## src/rtl/temporizador_controle.sv

```systemverilog
// temporizador_controle: microwave cooking timer with keypad entry, start/pause/clear buttons and mm:ss countdown
module temporizador_controle #(
  parameter int CLK_HZ = 100
) (
  input  logic       clk,
  input  logic       resetn,
  input  logic       comecan,
  input  logic       paren,
  input  logic       limpan,
  input  logic       portafechada,
  input  logic       tecla_valida,
  input  logic [3:0] tecla,
  output logic       m_on,
  output logic       tdone,
  output logic [3:0] min_dez,
  output logic [3:0] min_uni,
  output logic [3:0] seg_dez,
  output logic [3:0] seg_uni,
  output logic [2:0] estado
);
  typedef enum logic [2:0] {
    OCIOSO      = 3'd0,
    PROGRAMANDO = 3'd1,
    COZINHANDO  = 3'd2,
    PAUSADO     = 3'd3,
    CONCLUIDO   = 3'd4
  } est_t;
  est_t st, st_n;
  logic [15:0] t, t_n, t_dec, pre, pre_n;
  logic c_r, p_r, l_r, armed;
  logic fire_c, fire_p, fire_l, zero, tick, key_ok, borrow_s, borrow_m;
  // armed stays low for the first edge after reset so a button held through reset never fires
  assign fire_c = armed & c_r & ~comecan;
  assign fire_p = armed & p_r & ~paren;
  assign fire_l = armed & l_r & ~limpan;
  assign zero   = t == 16'd0;
  assign tick   = st == COZINHANDO && pre == 16'(CLK_HZ - 1);
  assign key_ok = tecla_valida && tecla <= 4'd9;
  // digit order in t: {min_dez, min_uni, seg_dez, seg_uni}
  assign borrow_s = t[3:0] == 4'd0;
  assign borrow_m = borrow_s && t[7:4] == 4'd0;
  assign t_dec[3:0]   = borrow_s ? 4'd9 : t[3:0] - 4'd1;
  assign t_dec[7:4]   = !borrow_s ? t[7:4] : (t[7:4] != 4'd0 ? t[7:4] - 4'd1 : 4'd5);
  assign t_dec[11:8]  = !borrow_m ? t[11:8] : (t[11:8] != 4'd0 ? t[11:8] - 4'd1 : 4'd9);
  assign t_dec[15:12] = borrow_m && t[11:8] == 4'd0 ? t[15:12] - 4'd1 : t[15:12];
  always_comb begin
    st_n = st;
    t_n  = t;
    if (fire_l) begin
      st_n = OCIOSO;
      t_n  = 16'd0;
    end else begin
      case (st)
        OCIOSO, PROGRAMANDO: begin
          if (fire_p && st == PROGRAMANDO) begin
            st_n = OCIOSO;
            t_n  = 16'd0;
          end else if (fire_c && portafechada && !zero) st_n = COZINHANDO;
          else if (key_ok) begin
            st_n = PROGRAMANDO;
            t_n  = {t[11:0], tecla};
          end
        end
        COZINHANDO: begin
          if (fire_p || !portafechada) st_n = PAUSADO;
          else if (tick) begin
            t_n  = t_dec;
            st_n = t_dec == 16'd0 ? CONCLUIDO : COZINHANDO;
          end
        end
        PAUSADO: begin
          if (fire_p) begin
            st_n = OCIOSO;
            t_n  = 16'd0;
          end else if (fire_c && portafechada && !zero) st_n = COZINHANDO;
        end
        CONCLUIDO: st_n = portafechada ? CONCLUIDO : OCIOSO;
        default: begin
          st_n = OCIOSO;
          t_n  = 16'd0;
        end
      endcase
    end
    // counting only continues while staying in COZINHANDO; entry and every other state see 0
    pre_n = (st == COZINHANDO && st_n == COZINHANDO && !tick) ? pre + 16'd1 : 16'd0;
  end
  always_ff @(posedge clk) begin
    if (!resetn) begin
      st    <= OCIOSO;
      t     <= 16'd0;
      pre   <= 16'd0;
      c_r   <= 1'b1;
      p_r   <= 1'b1;
      l_r   <= 1'b1;
      armed <= 1'b0;
    end else begin
      st    <= st_n;
      t     <= t_n;
      pre   <= pre_n;
      c_r   <= comecan;
      p_r   <= paren;
      l_r   <= limpan;
      armed <= 1'b1;
    end
  end
  assign m_on    = st == COZINHANDO && portafechada;
  assign tdone   = st == CONCLUIDO;
  assign estado  = st;
  assign min_dez = t[15:12];
  assign min_uni = t[11:8];
  assign seg_dez = t[7:4];
  assign seg_uni = t[3:0];
endmodule

```

## config.mk

```make
export PLATFORM = sky130hd
export DESIGN_NAME = temporizador_controle
export DESIGN_NICKNAME = d
export VERILOG_FILES = /design/src/rtl/temporizador_controle.sv
export SDC_FILE = /design/constraint.sdc
export NUM_CORES = 1
export LEC_CHECK = 0
export CAP_MARGIN = 20
export CELL_PAD_IN_SITES_DETAIL_PLACEMENT = 1
export CELL_PAD_IN_SITES_GLOBAL_PLACEMENT = 2
export CORE_ASPECT_RATIO = 0.6
export CORE_MARGIN = 2
export CORE_UTILIZATION = 29
export CTS_CLUSTER_SIZE = 24
export DETAILED_ROUTE_END_ITERATION = 10
export PLACE_DENSITY_LB_ADDON = 0.1
export SKIP_CTS_REPAIR_TIMING = 1
export SYNTH_ARGS = -nofsm -noshare
export SYNTH_HDL_FRONTEND = slang
export SYNTH_SLANG_ARGS = --single-unit
```

## constraint.sdc

```tcl
create_clock -name clk -period 2.5 [get_ports clk]
set_clock_uncertainty 0.1 [all_clocks]
set_input_delay 0.25 -clock clk [delete_from_list [all_inputs] [get_ports clk]]
set_output_delay 0.25 -clock clk [all_outputs]
set_load 0.05 [all_outputs]
```

; Yosys cells after proc, flatten, opt, wreduce, memory -nomap -nowiden
; Index checks and enable logic that the tools add are counted.
; Widths: inputs -> output; s select.
[word_totals]
output_inout_bits = 21
register_bits = 39
latchBits = 0
elab_cells = 86
ram_bits = 0
mem_bits_ro = 0
inputBits = 11
mem_count = 0
[op_classes]
n_mux = 25
div_mod_pow = 0
n_reduce_logical = 26
n_addsub = 5
eq_ne = 11
n_lt_le_gt_ge = 1
bitwise_logic = 11
multipliers = 0
shifts = 0
[ops]
columns = op, count
row1 = $mux 16, 6
row2 = $pmux 16 s4, 1
row3 = $logic_not 16->1, 2
row4 = $mux 3, 10
row5 = $mux 4, 6
row6 = $add 16x1->16 const B, 1
row7 = $eq 16x7->1 const B, 1
row8 = $sub 4x1->4 const B, 4
row9 = $logic_not 4->1, 3
row10 = $pmux 3 s4, 1
row11 = $logic_and 1x1->1, 10
row12 = $eq 3x2->1 const B, 3
row13 = $reduce_bool 4->1, 2
row14 = $and 1x1->1, 6
row15 = $ne 2x2->1 const B, 3
row16 = $ne 3x3->1 const B, 2
row17 = $reduce_and 6->1, 1
row18 = $not 1->1, 5
row19 = $le 4x4->1 const B, 1
row20 = $reduce_or 2->1, 2
row21 = $eq 3x1->1 const B, 1
row22 = $eq 3x3->1 const B, 1
row23 = $logic_not 1->1, 3
row24 = $logic_not 3->1, 1
row25 = 3 further kinds, 3

; Logic depth before layout (Yosys ltp)
; Gate-level depths: netlist of run 1.
[logic_depth]
word_depth = 14
mapped_depth = 8
depth_no_buf = 7

; Worst setup path after synthesis of run 1
; Ideal clock, no wire load.
[synth_path]
path_kind = register to register
startpoint = reg t[0]
endpoint = reg t[12]
arrival_ps = 2388
slack_ps = -128
t_required_ps = 2260
setup_time_ps = 140
stages_incl_launch_ff = 7
n_path_buf = 1
period_less_slack_ps = 2628
path_cell_list = dfxtp_1 buf_2 or4_4 or4_4 o221a_4 o31ai_1 a21oi_1
[synth_via]
elab_chain_len = 7
elab_cells_between_ends = 12
classes_between = 1 x eq/ne / 4 x mux / 7 x reduce/logical
[synth_rtl]
columns = element, line
row1 = start: declaration, 29  ; logic [15:0] t, t_n, t_dec, pre, pre_n;
row2 = start signal: assignment, 98  ; t <= t_n;
row3 = $logic_not 4->1, 40  ; assign borrow_s = t[3:0] == 4'd0;
row4 = $logic_and 1x1->1, 41  ; assign borrow_m = borrow_s && t[7:4] == 4'd0;
row5 = $logic_and 1x1->1, 45  ; assign t_dec[15:12] = borrow_m && t[11:8] == 4'd0 ? t[15:12] - 4'd1 : t[15:12];
row6 = $mux 4, 45
row7 = $mux 16, 66  ; else if (tick) begin
row8 = $mux 16, 65  ; if (fire_p || !portafechada) st_n = PAUSADO;
row9 = $pmux 16 s4, 53  ; case (st)
; Parallel ways exist; a longest one is shown, timed or not. The select of a mux whose other input is x is not followed.
; A chain may end at the register's enable or synchronous reset.

; Worst setup path after layout of run 1
[layout_path]
startpoint = reg t[5]
endpoint = reg t[8]
[layout_via]
elab_chain_len = 6
elab_cells_between_ends = 11
classes_between = 1 x eq/ne / 4 x mux / 6 x reduce/logical
[layout_rtl]
columns = element, line
row1 = $logic_not 4->1, 41
row2 = $logic_and 1x1->1, 41
row3 = $mux 4, 44  ; assign t_dec[11:8] = !borrow_m ? t[11:8] : (t[11:8] != 4'd0 ? t[11:8] - 4'd1 : 4'd9);
row4 = $mux 16, 66
row5 = $mux 16, 65
row6 = $pmux 16 s4, 53
; Parallel ways exist; a longest one is shown, timed or not. The select of a mux whose other input is x is not followed.

==> results_tabular.tex, run 1 <==
\begin{tabular}{lr}
\hline
Metric & Value \\
\hline
\multicolumn{2}{l}{\textbf{Placement}} \\
\quad Routability congestion estimate from global placement & 0.859 \\
\quad Port buffer count & 31 \\
\quad HPWL after DPL & 6250 um \\
\quad Placed cell count & 432 \\
\multicolumn{2}{l}{\textbf{Run status}} \\
\quad Status & finished, final reports clean \\
\multicolumn{2}{l}{\textbf{Timing}} \\
\quad Final min period & 2.38 ns \\
\quad Slew headroom & 58.2\% \\
\quad Transition time at the pin with the least slew margin & 0.622 ns \\
\quad Maximum clock rate & 419 MHz \\
\quad Final clock period utilization by the worst path & 95.4\% \\
\quad Count of final hold-check violations & 0 \\
\quad Setup repair after global routing missed its margin & false \\
\quad Final setup viols & 0 \\
\quad Final TNS setup & 0 ns \\
\quad Count of final max-slew check failures & 0 \\
\multicolumn{2}{l}{\textbf{Synth}} \\
\quad Most repeated cell in the gate-level netlist after synthesis & dfxtp\_1 \\
\quad Syn\_area\_per\_cell & 8.30 um2 \\
\quad Synth async-reset ratio & 0\% \\
\quad Leading cell types by count after synthesis & dfxtp\_1 (39), nor2\_1 (29), a21oi\_1 (28) \\
\quad Post-synthesis cell count & 280 \\
\quad Synth area leaders & dfxtp\_1 (34\%), a21oi\_1 (6.0\%), nor2\_1 (4.7\%) \\
\quad Number of nets in the synthesized netlist & 294 \\
\quad Number of flops mapped to enable cells by yosys & 0 \\
\quad Number of warnings issued by yosys & 0 \\
\quad Most common flop cell mapped by yosys & dfxtp\_1 \\
\quad Total standard cell area after synthesis & 0.00232 mm2 \\
\quad Proportion of synthesized chip area in sequential cells & 33.6\% \\
\quad Number of distinct library cells after synthesis & 55 \\
\quad Cell accounting for the most synthesized area & dfxtp\_1 \\
\quad Share of the synthesized area in the top cell type & 33.6\% \\
\quad \#FFs+latches synth & 39 \\
\multicolumn{2}{l}{\textbf{Min path}} \\
\quad Worst Hold Class & reg2reg \\
\multicolumn{2}{l}{\textbf{Layout}} \\
\quad Layout filler cell count & 953 \\
\quad Area grow syn2layout & 33.1\% \\
\quad Area taken by flip-flops and latches & 787 um2 \\
\quad Final net count & 345 \\
\quad Final Non-Filler Cells & 440 \\
\quad Share of cells above drive strength 1 & 19.3\% \\
\quad Footprint of the multi-input gates & 0.00146 mm2 \\
\quad Antenna Diode Count & 0 \\
\multicolumn{2}{l}{\textbf{Power}} \\
\quad PwrDens & 691 mW/mm2 \\
\quad Lkg Pwr & 1.06 nW \\
\quad Worst vdd rail ir drop & 0.211 mV \\
\multicolumn{2}{l}{\textbf{Clock network}} \\
\quad Skew-Pair Late Insertion Delay & 0.29 ns \\
\quad Maximum root-to-sink buffer count & 2 \\
\quad Clk Tree Root Cell & clkbuf\_16 \\
\quad TritonCTS Sinks & 39 \\
\quad Cts bufs inserted & 5 \\
\quad Number of H-tree levels & 2 \\
\quad Clock-pin slew on the worst setup and hold paths & 0.06 ns \\
\quad TritonCTS clock tree & done \\
\multicolumn{2}{l}{\textbf{Die}} \\
\quad X dimension of the die & 120 um \\
\quad Initial cell density of the core & 29.7\% \\
\quad Die Outline Area & 0.00877 mm2 \\
\quad Core Box Area & 0.00782 mm2 \\
\quad Row cnt & 25 \\
\quad Num ports & 32 \\
\quad Vertical die dimension & 73.3 um \\
\multicolumn{2}{l}{\textbf{Worst setup path}} \\
\quad Crit-path slowest cell & or4\_4 \\
\quad Critical path launch point type & flip-flop \\
\quad Worst path top cell family by delay & simple AND/OR/NAND/NOR gates \\
\quad Worst-path cell chain & or4\_4 -> or4\_4 -> o221a\_4 -> o31ai\_1 -> a21oi\_1 \\
\quad Worst-path maximum fanout & 7 \\
\quad Cell mode on critical path & or4\_4 \\
\quad Crit-path max cell delay & 0.58 ns \\
\quad Worst endpoint required time & 2.57 ns \\
\quad Type of destination of the critical path & flip-flop \\
\quad Classification of the worst setup path & reg2reg \\
\quad Critical path buffers and inverters & 0 \\
\quad Arrival time of the worst setup path & 2.46 ns \\
\multicolumn{2}{l}{\textbf{Routing}} \\
\quad Post-detailed-route via-to-cell ratio & 5.35 \\
\quad Final antenna-violating net count & 0 \\
\quad Number of vias after detailed routing & 2,356 \\
\quad Wire length reported by the detailed router & 8320 um \\
\quad DR pass1 iterations & 4 \\
\quad Number of DRC markers after the initial detailed-route iteration & 194 \\
\quad Per-cell routed wire length & 18.9 um \\
\quad DRC Markers & 0 \\
\multicolumn{2}{l}{\textbf{Global route}} \\
\quad First-pass GRT wire length & 13,600 um \\
\quad Number of global-route vias before repair & 2,402 \\
\quad Number of antenna violations at the first check in global routing & 0 \\
\quad Global route total overflow & 0 \\
\quad Pin count of the biggest net entering global routing & 17 \\
\quad Global routing usage summed across all routing layers & 20.5\% \\
\multicolumn{2}{l}{\textbf{Run}} \\
\quad Number of max-cap violations & 0 \\
\hline
\end{tabular}
[power by group]
group	internal (W)	switching (W)	total, W
sequential	0.000657	0.0000255	0.000683
clock	0.000369	0.000263	0.000632
combinational	0.000323	0.000498	0.000821
[cell usage in the layout, fill, tap and decap left out, types with 4 or more instances in the layout]
cell type | synthesis | layout
a211oi_1 | 5 | 5
a211oi_2 | 6 | 6
a21oi_1 | 28 | 28
a32o_1 | 4 | 4
buf_4 | 0 | 31
clkbuf_16 | 0 | 5
clkdlybuf4s50_1 | 0 | 29
dfxtp_1 | 39 | 36
inv_1 | 8 | 8
nand2_1 | 15 | 15
nand2b_1 | 5 | 5
nand3_1 | 17 | 17
nand4_1 | 7 | 7
nor2_1 | 29 | 29
nor3_1 | 6 | 5
nor4_1 | 7 | 6
o21ai_0 | 8 | 8
o31ai_1 | 7 | 6
or4_1 | 4 | 4
xnor2_1 | 8 | 8
xor2_1 | 7 | 7
[cell type report]
| type | count | area share, % |
|---|---|---|
| tap | 108 | 4.37 |
| sequential | 39 | 25.5 |
| clock buffer | 7 | 4.29 |
| multi-input combinational | 216 | 47.2 |
| timing repair buffer | 61 | 17.6 |
| inverter | 8 | 0.971 |
| clock inverter | 1 | 0.162 |
[flip-flops by register name, summed over array words and instances, names as in the netlist]
signal and flops:
c_r 1, pre 16, estado 3, p_r 1, armed 1, l_r 1
t 16
[worst reg2reg max path, stage by stage (launching register included)]
cell and delay [ns]:
dfxtp_2 0.32, or4_4 0.58, or4_4 0.54, o221a_4 0.33
o31ai_1 0.30, a21oi_1 0.11
[per-layer routing]
layer,wire (um),part of all wire [%],GRT usage (%)
met4,93,1.1,5.88
met3,442,5.3,5.67
met2,3010,36,25.7
met5,0,0,0
met1,4780,57,32.5
[kinds of logic after synthesis]
logic type | count (synthesis) | share of synthesized area [%]
AND/OR/NAND/NOR | 121 | 30.0
AO/OA/AOI/OAI | 76 | 24.1
flip-flops | 39 | 33.6
buffers and inverters | 25 | 4.52
XOR/XNOR | 15 | 5.65
adder cells (fa/ha/maj) | 3 | 1.62
multiplexers | 1 | 0.485
[final timing paths]
path	slack [ns]	cells past startpoint	endpoint	from
setup reg to reg	0.12	5	t[8]	t[5]
setup / recovery	0.12	5	t[8]	t[5]
hold / removal	0.35	1	pre[0]	pre[0]
hold reg to reg	0.35	1	pre[0]	pre[0]
[through the flow]
| stage | util [%] | area (um2) | total power [W] | setup slack [ns] | hold WS, ns |
|---|---|---|---|---|---|
| global route | 39.5 | 3090 | 0.00224 | 0.0154 | 0.402 |
| CTS | 39.4 | 3080 | 0.00214 | 0.0588 | 0.358 |
| detailed placement | 37.6 | 2940 | 0.00150 | 0.141 | 0.348 |
| global placement | 37.6 | 2940 | 0.00150 | 0.0981 | 0.337 |
| floorplan | - | 2340 | 0.00121 | 0.00270 | 0.178 |
| finish | 39.5 | 3090 | 0.00214 | 0.116 | 0.354 |
No activity file was read; power rests on OpenSTA's default activity.
==> run 2: changes to the inputs <==
--- a/config.mk
+++ b/config.mk
@@ -13,6 +13,7 @@
 export CORE_UTILIZATION = 29
 export CTS_CLUSTER_SIZE = 24
 export DETAILED_ROUTE_END_ITERATION = 10
+export MAX_ROUTING_LAYER = met4
 export PLACE_DENSITY_LB_ADDON = 0.1
 export SKIP_CTS_REPAIR_TIMING = 1
 export SYNTH_ARGS = -nofsm -noshare
==> results_tabular.tex, run 2 (synthesized netlist as in run 1, its figures left out) <==
\begin{tabular}{lr}
\hline
Metric & Value \\
\hline
\multicolumn{2}{l}{\textbf{Global route}} \\
\quad Number of antenna violations at the first check in global routing & 0 (unchanged) \\
\quad First-pass GRT wire length & 13,600 um (unchanged) \\
\quad Global route total overflow & 0 (unchanged) \\
\quad Met2 GRT Util & 25.7\% (unchanged) \\
\quad Met3 track utilization from global routing & 5.67\% (unchanged) \\
\quad Global routing usage summed across all routing layers & 21.1\% (+0.64 points) \\
\quad Number of global-route vias before repair & 2,402 (unchanged) \\
\quad M1 GR Usage & 32.6\% (+0.047 points) \\
\quad Pin count of the biggest net entering global routing & 17 (unchanged) \\
\quad Layer carrying the most global-route usage & met1 \\
\multicolumn{2}{l}{\textbf{Worst setup path}} \\
\quad Critical path launch point type & flip-flop \\
\quad Worst setup slack for register-to-register paths & 0.11 ns (about the same) \\
\quad Worst path top cell family by delay & simple AND/OR/NAND/NOR gates \\
\quad Worst endpoint required time & 2.57 ns (about the same) \\
\quad Worst-path cell chain & or4\_4 -> or4\_4 -> o221a\_4 -> o31ai\_1 -> a21oi\_1 \\
\quad Type of destination of the critical path & flip-flop \\
\quad Classification of the worst setup path & reg2reg \\
\quad Critical path buffers and inverters & 0 (unchanged) \\
\quad Crit-path slowest cell & or4\_4 \\
\quad Cell mode on critical path & or4\_4 \\
\quad Crit-path max cell delay & 0.58 ns (about the same) \\
\quad Worst-path maximum fanout & 7 (unchanged) \\
\quad Arrival time of the worst setup path & 2.46 ns (about the same) \\
\multicolumn{2}{l}{\textbf{Power}} \\
\quad Combinational share of power & 38.4\% (about the same) \\
\quad PwrDens & 691 mW/mm2 (about the same) \\
\quad Sequential fraction of design power & 31.9\% (about the same) \\
\quad Worst vdd rail ir drop & 0.213 mV (+1.1\%) \\
\quad Switching share of power & 36.8\% (about the same) \\
\quad Switching Power & 0.000787 W (about the same) \\
\quad Part of the total power dissipated in the clock network & 29.6\% (about the same) \\
\quad P\_int & 0.00135 W (about the same) \\
\quad Lkg Pwr & 1.06 nW (unchanged) \\
\multicolumn{2}{l}{\textbf{Die}} \\
\quad Initial cell density of the core & 29.7\% (unchanged) \\
\quad Vertical die dimension & 73.3 um (unchanged) \\
\quad X dimension of the die & 120 um (unchanged) \\
\quad Row cnt & 25 (unchanged) \\
\quad Die Outline Area & 0.00877 mm2 (unchanged) \\
\quad Num ports & 32 (unchanged) \\
\quad Core Box Area & 0.00782 mm2 (unchanged) \\
\multicolumn{2}{l}{\textbf{Clock network}} \\
\quad Skew-Pair Late Insertion Delay & 0.29 ns (about the same) \\
\quad Clock-pin slew on the worst setup and hold paths & 0.06 ns (about the same) \\
\quad TritonCTS Sinks & 39 (unchanged) \\
\quad TritonCTS clock tree & done \\
\quad Clk Tree Root Cell & clkbuf\_16 \\
\quad Maximum root-to-sink buffer count & 2 (unchanged) \\
\quad Cts bufs inserted & 5 (unchanged) \\
\quad Number of H-tree levels & 2 (unchanged) \\
\multicolumn{2}{l}{\textbf{Timing}} \\
\quad Transition time at the pin with the least slew margin & 0.622 ns (unchanged) \\
\quad Maximum clock rate & 419 MHz (about the same) \\
\quad Final clock period utilization by the worst path & 95.4\% (about the same) \\
\quad Slew headroom & 58.2\% (unchanged) \\
\quad Final min period & 2.39 ns (+0.000806 ns) \\
\quad Final TNS setup & 0 ns (unchanged) \\
\quad Final setup viols & 0 (unchanged) \\
\quad Setup repair after global routing missed its margin & false \\
\quad Count of final hold-check violations & 0 (unchanged) \\
\quad Count of final max-slew check failures & 0 (unchanged) \\
\multicolumn{2}{l}{\textbf{Routing}} \\
\quad Number of vias after detailed routing & 2,371 (+0.64\%) \\
\quad Number of DRC markers after the initial detailed-route iteration & 209 (+7.7\%) \\
\quad Post-detailed-route via-to-cell ratio & 5.39 (+0.64\%) \\
\quad DRC Markers & 0 (unchanged) \\
\quad Per-cell routed wire length & 19.0 um (+0.38\%) \\
\quad Final antenna-violating net count & 0 (unchanged) \\
\quad Wire length reported by the detailed router & 8350 um (+0.38\%) \\
\quad DR pass1 iterations & 4 (unchanged) \\
\multicolumn{2}{l}{\textbf{Placement}} \\
\quad HPWL after DPL & 6250 um (unchanged) \\
\quad Routability congestion estimate from global placement & 0.873 (+1.6\%) \\
\quad Port buffer count & 31 (unchanged) \\
\multicolumn{2}{l}{\textbf{Layout}} \\
\quad Leading cell types in the layout, fill and taps excluded & dfxtp\_1 (36), buf\_4 (31), nor2\_1 (29), clkdlybuf4s50\_1 (29), a21oi\_1 (28) \\
\quad Final net count & 345 (unchanged) \\
\quad Layout filler cell count & 953 (unchanged) \\
\quad Most common library cell in the layout ignoring fill and taps & dfxtp\_1 \\
\quad Area grow syn2layout & 33.1\% (unchanged) \\
\quad Share of cells above drive strength 1 & 19.3\% (unchanged) \\
\quad Core Util, Final & 39.5\% (unchanged) \\
\quad Antenna Diode Count & 0 (unchanged) \\
\multicolumn{2}{l}{\textbf{Run status}} \\
\quad Status & finished, final reports clean \\
\multicolumn{2}{l}{\textbf{Min path}} \\
\quad Worst Hold Class & reg2reg \\
\multicolumn{2}{l}{\textbf{Run}} \\
\quad Number of max-cap violations & 0 (unchanged) \\
\hline
\end{tabular}
==> run 2: power by group through the flow <==
stage                     Clock (W)  Combinational [W]  Sequential [W]
after global routing       0.000675           0.000884        0.000687
after CTS                  0.000649           0.000807        0.000683
final                      0.000633           0.000821        0.000682
after floorplan                   0           0.000400        0.000806
after detailed placement          0           0.000800        0.000696
after global placement            0           0.000804        0.000696
==> run 2: final cells by class <==
class / count / area [um2] / area share [%]
clock inverter: 1 / 5.00 / 0.162
tap: 108 / 135 / 4.37
inverter: 8 / 30.0 / 0.971
timing repair buffer: 61 / 543 / 17.6
multi-input combinational: 216 / 1460 / 47.2
sequential: 39 / 787 / 25.5
clock buffer: 7 / 133 / 4.29
==> run 2: layer usage <==
layer	up-vias	routed length [um]	share of wire, %
met1	1158	4700	56
li1	1146	-	-
met4	0	95	1.1
met3	8	537	6.4
met2	59	3020	36
met5	-	0	0
==> run 2: path summary, 6_finish.rpt <==
kind | depth (start not counted) | from | endpoint
worst max-delay path | 5 | t[5] | t[12]
worst min-delay path | 1 | pre[0] | pre[0]
worst max register to register | 5 | t[5] | t[12]
worst min register to register | 1 | pre[0] | pre[0]
==> run 2: per-stage QoR <==
stage,power [W],setup WS [ns],instances,hold WS (ns),cell area [um2]
after floorplan,0.00121,0.00270,280,0.178,2340
final,0.00214,0.115,440,0.356,3090
after detailed placement,0.00150,0.141,432,0.348,2940
after global placement,0.00150,0.0981,432,0.337,2940
after CTS,0.00214,0.0588,440,0.358,3080
after global routing,0.00225,0.0151,440,0.402,3090
==> run 3: changes to the inputs <==
--- a/config.mk
+++ b/config.mk
@@ -15,6 +15,7 @@
 export DETAILED_ROUTE_END_ITERATION = 10
 export MAX_ROUTING_LAYER = met4
 export PLACE_DENSITY_LB_ADDON = 0.1
+export REMOVE_ABC_BUFFERS = 1
 export SKIP_CTS_REPAIR_TIMING = 1
 export SYNTH_ARGS = -nofsm -noshare
 export SYNTH_HDL_FRONTEND = slang
==> results_tabular.tex, run 3 (synthesized netlist as in run 1, its figures left out) <==
\begin{tabular}{lr}
\hline
Metric & Value \\
\hline
\multicolumn{2}{l}{\textbf{Layout}} \\
\quad Antenna Diode Count & 0 (unchanged) \\
\quad Leading cell types in the layout, fill and taps excluded & dfxtp\_1 (39), buf\_4 (31), nor2\_1 (29), clkdlybuf4s50\_1 (29), a21oi\_1 (28) \\
\quad Final net count & 347 (+0.58\%) \\
\quad Most common library cell in the layout ignoring fill and taps & dfxtp\_1 \\
\quad Area grow syn2layout & 35.6\% \\
\quad Fin area & 0.00315 mm2 (+1.9\%) \\
\quad Share of cells above drive strength 1 & 18.9\% (-0.41 points) \\
\quad Core Util, Final & 40.3\% (+0.75 points) \\
\multicolumn{2}{l}{\textbf{Min path}} \\
\quad Worst hold path depth & 1 (unchanged) \\
\quad Worst Hold Class & reg2reg \\
\quad Worst hold start & pre[0] \\
\quad Hold EP & pre[0] \\
\multicolumn{2}{l}{\textbf{Worst setup path}} \\
\quad End of the worst register-to-register path & t[4] \\
\quad Source of the worst register-to-register timing path & t[0] \\
\quad Classification of the worst setup path & reg2reg \\
\quad Type of destination of the critical path & flip-flop \\
\quad Worst endpoint required time & 2.58 ns (about the same) \\
\quad Worst setup slack for register-to-register paths & 0.17 ns (+0.05 ns) \\
\quad Critical path launch point type & flip-flop \\
\quad Worst-path maximum fanout & 8 (+1) \\
\quad Arrival time of the worst setup path & 2.41 ns (-0.05 ns) \\
\quad Cells on worst reg2reg path & 6 (+1) \\
\multicolumn{2}{l}{\textbf{Clock network}} \\
\quad Clock-pin slew on the worst setup and hold paths & 0.06 ns (about the same) \\
\quad TritonCTS clock tree & done \\
\quad Maximum root-to-sink buffer count & 2 (unchanged) \\
\quad Skew-Pair Late Insertion Delay & 0.28 ns (about the same) \\
\quad Clk Tree Root Cell & clkbuf\_16 \\
\quad Number of H-tree levels & 2 (unchanged) \\
\quad TritonCTS Sinks & 39 (unchanged) \\
\quad Cts bufs inserted & 5 (unchanged) \\
\multicolumn{2}{l}{\textbf{Placement}} \\
\quad Port buffer count & 31 (unchanged) \\
\quad Worst Setup Slack post-DPL & 0.157 ns (+0.0157 ns) \\
\quad HPWL after DPL & 6290 um (+0.59\%) \\
\quad Total cell area at the placement stage & 0.00297 mm2 (+0.98\%) \\
\quad Routability congestion estimate from global placement & 0.784 (-10\%) \\
\multicolumn{2}{l}{\textbf{Routing}} \\
\quad Post-route met1 wirelength & 4550 um (-3.2\%) \\
\quad Number of DRC markers after the initial detailed-route iteration & 148 (-29\%) \\
\quad DRC Markers & 0 (unchanged) \\
\quad Total met3 wirelength after detailed routing & 537 um (unchanged) \\
\quad DR pass1 iterations & 4 (unchanged) \\
\quad Routed wl met2 & 3250 um (+7.9\%) \\
\quad Final antenna-violating net count & 0 (unchanged) \\
\quad Post-detailed-route via-to-cell ratio & 5.39 (about the same) \\
\quad Uppermost layer routed & met4 \\
\quad Wire length reported by the detailed router & 8390 um (+0.42\%) \\
\quad Per-cell routed wire length & 19.0 um (about the same) \\
\quad Number of vias after detailed routing & 2,384 (+0.55\%) \\
\multicolumn{2}{l}{\textbf{Timing}} \\
\quad Final TNS setup & 0 ns (unchanged) \\
\quad Final min period & 2.33 ns (-0.0518 ns) \\
\quad Final Worst Setup Slack & 0.167 ns (+0.0518 ns) \\
\quad Slew headroom & 63.1\% (+4.9 points) \\
\quad Final clock period utilization by the worst path & 93.3\% (-2.1 points) \\
\quad Maximum clock rate & 429 MHz (+2.2\%) \\
\quad Final setup viols & 0 (unchanged) \\
\quad Count of final max-slew check failures & 0 (unchanged) \\
\quad Count of final hold-check violations & 0 (unchanged) \\
\quad Setup repair after global routing missed its margin & false \\
\quad Fin Hold WS & 0.358 ns (+0.00220 ns) \\
\quad Transition time at the pin with the least slew margin & 0.549 ns (-0.0726 ns) \\
\multicolumn{2}{l}{\textbf{Die}} \\
\quad Initial cell density of the core & 29.7\% (unchanged) \\
\quad Num ports & 32 (unchanged) \\
\quad Core Box Area & 0.00782 mm2 (unchanged) \\
\quad Row cnt & 25 (unchanged) \\
\quad X dimension of the die & 120 um (unchanged) \\
\quad Die Outline Area & 0.00877 mm2 (unchanged) \\
\quad Vertical die dimension & 73.3 um (unchanged) \\
\multicolumn{2}{l}{\textbf{Global route}} \\
\quad First-pass GRT wire length & 13,100 um (-4.4\%) \\
\quad Number of antenna violations at the first check in global routing & 0 (unchanged) \\
\quad Global route total overflow & 0 (unchanged) \\
\quad Global routing usage summed across all routing layers & 20.0\% (-1.2 points) \\
\quad Pin count of the biggest net entering global routing & 20 (+3) \\
\quad Number of global-route vias before repair & 2,349 (-2.2\%) \\
\multicolumn{2}{l}{\textbf{Power}} \\
\quad PwrDens & 729 mW/mm2 (+5.5\%) \\
\quad Worst vdd rail ir drop & 0.274 mV (+29\%) \\
\quad Lkg Pwr & 1.10 nW (+3.4\%) \\
\multicolumn{2}{l}{\textbf{Run status}} \\
\quad Status & finished, final reports clean \\
\multicolumn{2}{l}{\textbf{Run}} \\
\quad Number of max-cap violations & 0 (unchanged) \\
\hline
\end{tabular}
==> run 3: cell count changes in the layout (fill, tap and decap cells not counted), sizes merged <==
cell,change
buf,+2
bufinv,+1
clkbuf,-1
==> run 3: worst max path at each step <==
stage	end	startpoint	cells after the start	slack (ns)
finish	t[4]	t[0]	6	0.17
global route	t[7]	t[0]	6	0.05
CTS	estado[2]	t[5]	6	0.13
detailed placement	estado[2]	t[5]	6	0.16
global placement	estado[2]	t[5]	6	0.16
floorplan	t[4]	t[0]	5	-0.21
==> run 3: power by group <==
part / internal (W) / switching [W]
clock: 0.000497 / 0.000267
combinational: 0.000346 / 0.000510
sequential: 0.000655 / 0.0000228
==> run 3: layout make-up <==
cell class	instances	area (um2)
Multi-Input combinational cell	216	1450
Timing Repair Buffer	63	583
Sequential cell	39	781
Fill cell	942	4670
Tap cell	108	135
Clock buffer	6	139
Clock inverter	2	35.0
Inverter	8	30.0
==> run 3: worst max-delay path, stage by stage (launching register included) <==
cell      delay, ns
dfxtp_1        0.31
or4_4          0.53
or4_4          0.56
o221ai_4       0.22
buf_12         0.16
nand3_1        0.08
a32o_1         0.27
==> run 3: per-stage QoR <==
stage / instances / total power [W]
4_1_cts: 442 / 0.00231
6_report: 442 / 0.00230
3_5_place_dp: 434 / 0.00153
2_1_floorplan: 263 / 0.00118
3_3_place_gp: 434 / 0.00153
5_1_grt: 442 / 0.00239
==> run 3: per-layer routing <==
metal / global-route usage [%] / vias up
li1: - / 1151
met1: 29.5 / 1159
met2: 26.9 / 69
met3: 5.05 / 5
met4: 4.44 / 0
met5: - / -
